File: src/rtl/acc_ctrl_pkg.sv
// Shared opcode map, FSM encoding and default widths for the accumulator
// controller and its ALU.
package acc_ctrl_pkg;

  localparam int WORD_SIZE  = 8;
  localparam int INDEX_SIZE = 4;

  localparam logic [3:0] OP_NOP  = 4'h0;
  localparam logic [3:0] OP_STR  = 4'h1;
  localparam logic [3:0] OP_LDR  = 4'h2;
  localparam logic [3:0] OP_ADD  = 4'h3;
  localparam logic [3:0] OP_SUB  = 4'h4;
  localparam logic [3:0] OP_AND  = 4'h5;
  localparam logic [3:0] OP_OR   = 4'h6;
  localparam logic [3:0] OP_XOR  = 4'h7;
  localparam logic [3:0] OP_LDI  = 4'h8;
  localparam logic [3:0] OP_SWP  = 4'h9;
  localparam logic [3:0] OP_JMPR = 4'hA;

  localparam logic [1:0] ST_IDLE   = 2'd0;
  localparam logic [1:0] ST_EXEC   = 2'd1;
  localparam logic [1:0] ST_COMMIT = 2'd2;

  // Opcodes above JMPR are undefined.
  function automatic logic op_illegal(input logic [3:0] op);
    return op > OP_JMPR;
  endfunction

endpackage

File: src/rtl/acc_alu.sv
// Combinational datapath for the accumulator: computes the new ACC value and
// flags for opcodes that update ACC during EXEC.
module acc_alu
  import acc_ctrl_pkg::*;
#(
  parameter int W = WORD_SIZE
) (
  input  logic [3:0]   i_op,
  input  logic [W-1:0] i_acc,
  input  logic [W-1:0] i_operand,
  input  logic         i_c,
  output logic [W-1:0] o_result,
  output logic         o_z,
  output logic         o_c,
  output logic         o_writes_acc
);

  logic [W:0] w_sum;
  logic [W:0] w_diff;

  // Bit W of the extended difference is the borrow (ACC < operand).
  assign w_sum  = {1'b0, i_acc} + {1'b0, i_operand};
  assign w_diff = {1'b0, i_acc} - {1'b0, i_operand};

  always_comb begin
    o_result     = i_acc;
    o_c          = i_c;
    o_writes_acc = 1'b0;
    case (i_op)
      OP_LDR, OP_LDI: begin
        o_result     = i_operand;
        o_writes_acc = 1'b1;
      end
      OP_ADD: begin
        o_result     = w_sum[W-1:0];
        o_c          = w_sum[W];
        o_writes_acc = 1'b1;
      end
      OP_SUB: begin
        o_result     = w_diff[W-1:0];
        o_c          = w_diff[W];
        o_writes_acc = 1'b1;
      end
      OP_AND: begin
        o_result     = i_acc & i_operand;
        o_c          = 1'b0;
        o_writes_acc = 1'b1;
      end
      OP_OR: begin
        o_result     = i_acc | i_operand;
        o_c          = 1'b0;
        o_writes_acc = 1'b1;
      end
      OP_XOR: begin
        o_result     = i_acc ^ i_operand;
        o_c          = 1'b0;
        o_writes_acc = 1'b1;
      end
      default: ;
    endcase
    o_z = (o_result == '0);
  end

endmodule

File: src/rtl/acc_regfile_ctrl.sv
// Accumulator-side controller: accepts one instruction per handshake, drives
// the register file ports, holds ACC/Z/C and produces register-indirect jumps.
module acc_regfile_ctrl
  import acc_ctrl_pkg::*;
#(
  parameter int word_size  = WORD_SIZE,
  parameter int index_size = INDEX_SIZE
) (
  input  logic                  clk,
  input  logic                  rst_n,
  input  logic                  instr_valid,
  output logic                  instr_ready,
  input  logic [7:0]            instr,
  input  logic [word_size-1:0]  imm,
  output logic                  rf_write_enable,
  output logic [index_size-1:0] rf_write_address,
  output logic [word_size-1:0]  rf_write_data,
  output logic [index_size-1:0] rf_read_address,
  input  logic [word_size-1:0]  rf_read_data,
  output logic [word_size-1:0]  acc,
  output logic                  flag_z,
  output logic                  flag_c,
  output logic                  pc_load,
  output logic [word_size-1:0]  pc_target,
  output logic                  done,
  output logic                  illegal
);

  logic [1:0]            r_state;
  logic [3:0]            r_op;
  logic [index_size-1:0] r_rn;
  logic [word_size-1:0]  r_imm;
  logic [word_size-1:0]  r_acc;
  logic [word_size-1:0]  r_tmp;
  logic [word_size-1:0]  r_pc_target;
  logic                  r_z, r_c;
  logic                  r_done, r_pc_load, r_illegal;

  logic [word_size-1:0]  w_operand;
  logic [word_size-1:0]  w_alu_res;
  logic                  w_alu_z, w_alu_c, w_alu_wr;

  assign w_operand = (r_op == OP_LDI) ? r_imm : rf_read_data;

  acc_alu #(.W(word_size)) u_alu (
    .i_op         (r_op),
    .i_acc        (r_acc),
    .i_operand    (w_operand),
    .i_c          (r_c),
    .o_result     (w_alu_res),
    .o_z          (w_alu_z),
    .o_c          (w_alu_c),
    .o_writes_acc (w_alu_wr)
  );

  assign instr_ready      = (r_state == ST_IDLE);
  assign rf_write_enable  = (r_state == ST_EXEC) && ((r_op == OP_STR) || (r_op == OP_SWP));
  assign rf_write_address = r_rn;
  assign rf_read_address  = r_rn;
  assign rf_write_data    = r_acc;
  assign acc              = r_acc;
  assign flag_z           = r_z;
  assign flag_c           = r_c;
  assign pc_load          = r_pc_load;
  assign pc_target        = r_pc_target;
  assign done             = r_done;
  assign illegal          = r_illegal;

  always_ff @(posedge clk or negedge rst_n) begin
    if (!rst_n) begin
      r_state     <= ST_IDLE;
      r_op        <= OP_NOP;
      r_rn        <= '0;
      r_imm       <= '0;
      r_acc       <= '0;
      r_tmp       <= '0;
      r_pc_target <= '0;
      r_z         <= 1'b0;
      r_c         <= 1'b0;
      r_done      <= 1'b0;
      r_pc_load   <= 1'b0;
      r_illegal   <= 1'b0;
    end else begin
      r_done    <= 1'b0;
      r_pc_load <= 1'b0;
      r_illegal <= 1'b0;
      case (r_state)
        ST_IDLE: begin
          if (instr_valid) begin
            r_op    <= instr[7:4];
            r_rn    <= instr[index_size-1:0];
            r_imm   <= imm;
            r_state <= ST_EXEC;
          end
        end
        ST_EXEC: begin
          if (w_alu_wr) begin
            r_acc <= w_alu_res;
            r_z   <= w_alu_z;
            r_c   <= w_alu_c;
          end
          // SWP: the register file captures old ACC on this same edge.
          if (r_op == OP_SWP) begin
            r_tmp   <= rf_read_data;
            r_state <= ST_COMMIT;
          end else begin
            r_done    <= 1'b1;
            r_state   <= ST_IDLE;
            r_illegal <= op_illegal(r_op);
            if (r_op == OP_JMPR) begin
              r_pc_target <= rf_read_data;
              r_pc_load   <= 1'b1;
            end
          end
        end
        ST_COMMIT: begin
          r_acc   <= r_tmp;
          r_z     <= (r_tmp == '0);
          r_done  <= 1'b1;
          r_state <= ST_IDLE;
        end
        default: r_state <= ST_IDLE;
      endcase
    end
  end

endmodule

File: config.mk
export PLATFORM = sky130hd
export DESIGN_NAME = acc_regfile_ctrl
export DESIGN_NICKNAME = d
export VERILOG_FILES = /design/src/rtl/acc_ctrl_pkg.sv /design/src/rtl/acc_alu.sv /design/src/rtl/acc_regfile_ctrl.sv
export SDC_FILE = /design/constraint.sdc
export NUM_CORES = 1
export LEC_CHECK = 0
export CAP_MARGIN = 20
export CELL_PAD_IN_SITES_DETAIL_PLACEMENT = 1
export CELL_PAD_IN_SITES_GLOBAL_PLACEMENT = 1
export CORE_UTILIZATION = 42
export CTS_BUF_LIST = sky130_fd_sc_hd__clkbuf_2 sky130_fd_sc_hd__clkbuf_4 sky130_fd_sc_hd__clkbuf_8
export DETAILED_ROUTE_END_ITERATION = 12
export PLACE_DENSITY_LB_ADDON = 0.25
export SKIP_LAST_GASP = 1
export SYNTH_ARGS = -nofsm -noshare
export SYNTH_HDL_FRONTEND = slang
export SYNTH_SLANG_ARGS = --single-unit
export TNS_END_PERCENT = 50
File: constraint.sdc
create_clock -name clk -period 4.07 [get_ports clk]
set_input_delay 0.6105 -clock clk [delete_from_list [all_inputs] [get_ports clk]]
set_output_delay 0.6105 -clock clk [all_outputs]
set_load 0.01 [all_outputs]
==> qor.csv <==
metric,value,unit
critPathCaptureType,flop,
cts.root.buffer_cell,clkbuf_8,
cts_max_path_buffers,2,
cp.arrival,4.08,ns
syn_area,3602,um2
place_congestion,0.8998,
combPwrFrac,66.2,%
synth_top_family_by_area,compound AO/OA/AOI/OAI gates,
rows,33,
drc,0,
ant_nets,0,
clock_latency,0.30,ns
grt_usage,25.95,%
cts.sinks,47,
tightest_slew,0.7876,ns
powerDensity,856.4,nW/um2
tritoncts,yes,
nets,500,
min_period,3.868,ns
ioPinCount,66,
cp_max_fo,8,
use_met1,34.66,%
diodes,0,
synth_ff_type,dfrtp_1,
ys_seq_elements,47,
grt_pass1_wl,17450,um
yosys.area_share.simple,15.28,%
syn_area_per_cell,9.236,um2
dieArea,8951,um2
switching_share,46.42,%
finalWirelength,11120,um
via_per_inst,5.883,
core_region_area,8258,um2
synth_mux_area_share,13.16,%
synth_xor_area_share,0.7294,%
setup_slack,0.2021,ns
synthDominantCellAreaShare,32.65,%
p_int,2017,uW
clock_power_share,9.5,%
fillers,978,
antenna_found_initial,0,
r2r_setup_slack,0.20,ns
fp.dieH,94.61,um
hp-class,input pin to async pin,
die_x,94.61,um
htree_levels,2,
seqPwrFrac,24.2,%
port_buffers,65,
synth-adder-area-share,10.84,%
yosysMostFrequentCell,dfrtp_1,
grt_max_degree,48,
setup_viol,0,
startpoint_type,flop,
ys_top_cells_by_area,"dfrtp_1 (33%), mux2_2 (11%), ha_1 (9.7%)",
vias,3230,
seq_area,1176,um2
vdd_drop_max,0.3935,mV
overflow,0,
ys_async_sr_fraction,100.0,%
rsz0062_at_grt,no,
cp.required,4.28,ns
drive_above_1_share,13.29,%
post-place-ws,0.2618,ns
switchingPower,1747,uW
synth_top_area_cell,dfrtp_1,
worstSetupPathType,flop to flop,
cts_hold_buf,0,
p_leak,0.001907,uW
synth_edf_count,0,
syn2layout_area_growth,22.02,%
cts_resized,0,
synthTopCellsByCount,"dfrtp_1 (47), nand2_1 (41), mux2_2 (34)",
synth_cell_types,66,
grt_pass1_vias,3294,
fmax,258.5,MHz
tns,0,ns
slew-limit-headroom,47.37,%
ys_warn_count,0,
cts_made_buffers,5,
synth-compound-area-share,19.59,%
drt_iter0_drc,204,
final_max_slew_viol_count,0,
seq_area_frac_synth,32.65,%
first_pass_iters,6,
period_share,95.03,%
dp_hpwl,8589,um
outcome,completed,
syn_nets,447,
use_met3,3.140,%
final-hold-violation-count,0,
post_drt_wl_per_cell,20.25,um
skew,0.006596,ns
synthCells,390,
start_util,43.62,%
cts_setup_buffers,0,
met2_usage,44.48,%
maxCapViolations,0,
busiest_layer,met2,
cts.clk_slew.worst_paths,0.09,ns
multi_input_area,2147,um2
critical path, stage by stage (launching register included):
cell     delay [ns]
dfrtp_1        0.49
nor4b_4        0.58
mux2i_1        0.57
ha_1           0.42
or3_1          0.40
and3_4         0.20
o31ai_4        0.19
mux2_1         0.35
a41oi_1        0.26
mux2i_1        0.12
o21ai_0        0.19
power by group through the flow:
| stage | Sequential [uW] | Combinational (uW) | Clock, uW |
|---|---|---|---|
| global placement | 907 | 2390 | 0 |
| global route | 941 | 2680 | 387 |
| CTS | 913 | 2470 | 366 |
| floorplan | 894 | 1630 | 0 |
| finish | 912 | 2490 | 359 |
| detailed placement | 920 | 2440 | 0 |
registers in the layout, summed over array words and instances, names as in the netlist:
name,count
rf_read_address,4
flag_c,1
done,1
pc_load,1
pc_target,8
flag_z,1
r_state,2
acc,8
r_imm,8
r_op,4
r_tmp,8
illegal,1
per-stage QoR:
| step | util, % | power [uW] | hold slack [ns] | cells | cell area, um2 |
|---|---|---|---|---|---|
| floorplan | - | 2519 | 0.3149 | 390 | 3602 |
| global placement | 51.56 | 3296 | 0.4789 | 540 | 4258 |
| detailed placement | 51.56 | 3360 | 0.4944 | 540 | 4258 |
| finish | 53.23 | 3764 | 0.1271 | 549 | 4395 |
| global route | 53.23 | 4012 | 0.1247 | 549 | 4395 |
| CTS | 52.98 | 3752 | 0.5157 | 548 | 4375 |
final timing paths:
kind,endpoint,start,cells past startpoint
max,acc[6]$_DFFE_PN0P_,r_op[2]$_DFFE_PN0P_,10
min,r_state[0]$_DFFE_PN0P_,rst_n,1
max reg2reg,acc[6]$_DFFE_PN0P_,r_op[2]$_DFFE_PN0P_,10
min reg2reg,flag_c$_DFFE_PN0P_,flag_c$_DFFE_PN0P_,1
max in group asynchronous,r_imm[6]$_DFFE_PN0P_,rst_n,2
min in group clk,flag_c$_DFFE_PN0P_,flag_c$_DFFE_PN0P_,1
routing by layer:
metal  part of all wire (%)  up-vias  wire, um
li1                       -     1487         -
met1                     45     1625      5030
met2                     49      102      5449
met3                    4.4       16       488
met4                    1.3        0       147
met5                      0        -         0
area by class of cell:
type | count | area share [%]
clock buffers | 6 | 1.879
clock inverters | 2 | 0.7970
multi-input cells | 288 | 48.85
repair buffers | 73 | 16.34
flip-flops and latches | 47 | 26.76
inverters | 28 | 2.391
well taps | 105 | 2.989
cells by family (layout without fill, tap and decap cells):
family,after synthesis,in the layout
compound gates,102,102
xor+xnor,3,3
fa+ha+maj,30,30
buf+inv,55,109
flops,47,47
mux,43,43
simple gates,110,110
layout by cell type (no fill, tap or decap), types with 3 or more instances in the layout:
cell / synthesis / final
clkbuf_8: 0 / 6
o21ai_1: 3 / 3
a211oi_1: 5 / 5
and2_1: 3 / 3
clkdlybuf4s50_1: 0 / 64
ha_1: 28 / 28
nand2b_1: 4 / 4
nand3_1: 5 / 5
nor2b_1: 8 / 8
a22oi_1: 4 / 4
and3_1: 3 / 3
a21oi_1: 18 / 18
mux2_2: 34 / 34
nor3_1: 4 / 4
a22o_1: 4 / 4
o21ai_0: 25 / 25
nor2_1: 27 / 27
buf_4: 13 / 7
dfrtp_1: 47 / 47
a221oi_1: 3 / 3
o211ai_1: 3 / 3
inv_1: 28 / 28
a2bb2oi_1: 3 / 3
nand2_1: 41 / 41
o21a_1: 3 / 3
mux2i_1: 8 / 8
o22ai_1: 3 / 3
(Power assumes the default switching activity.)
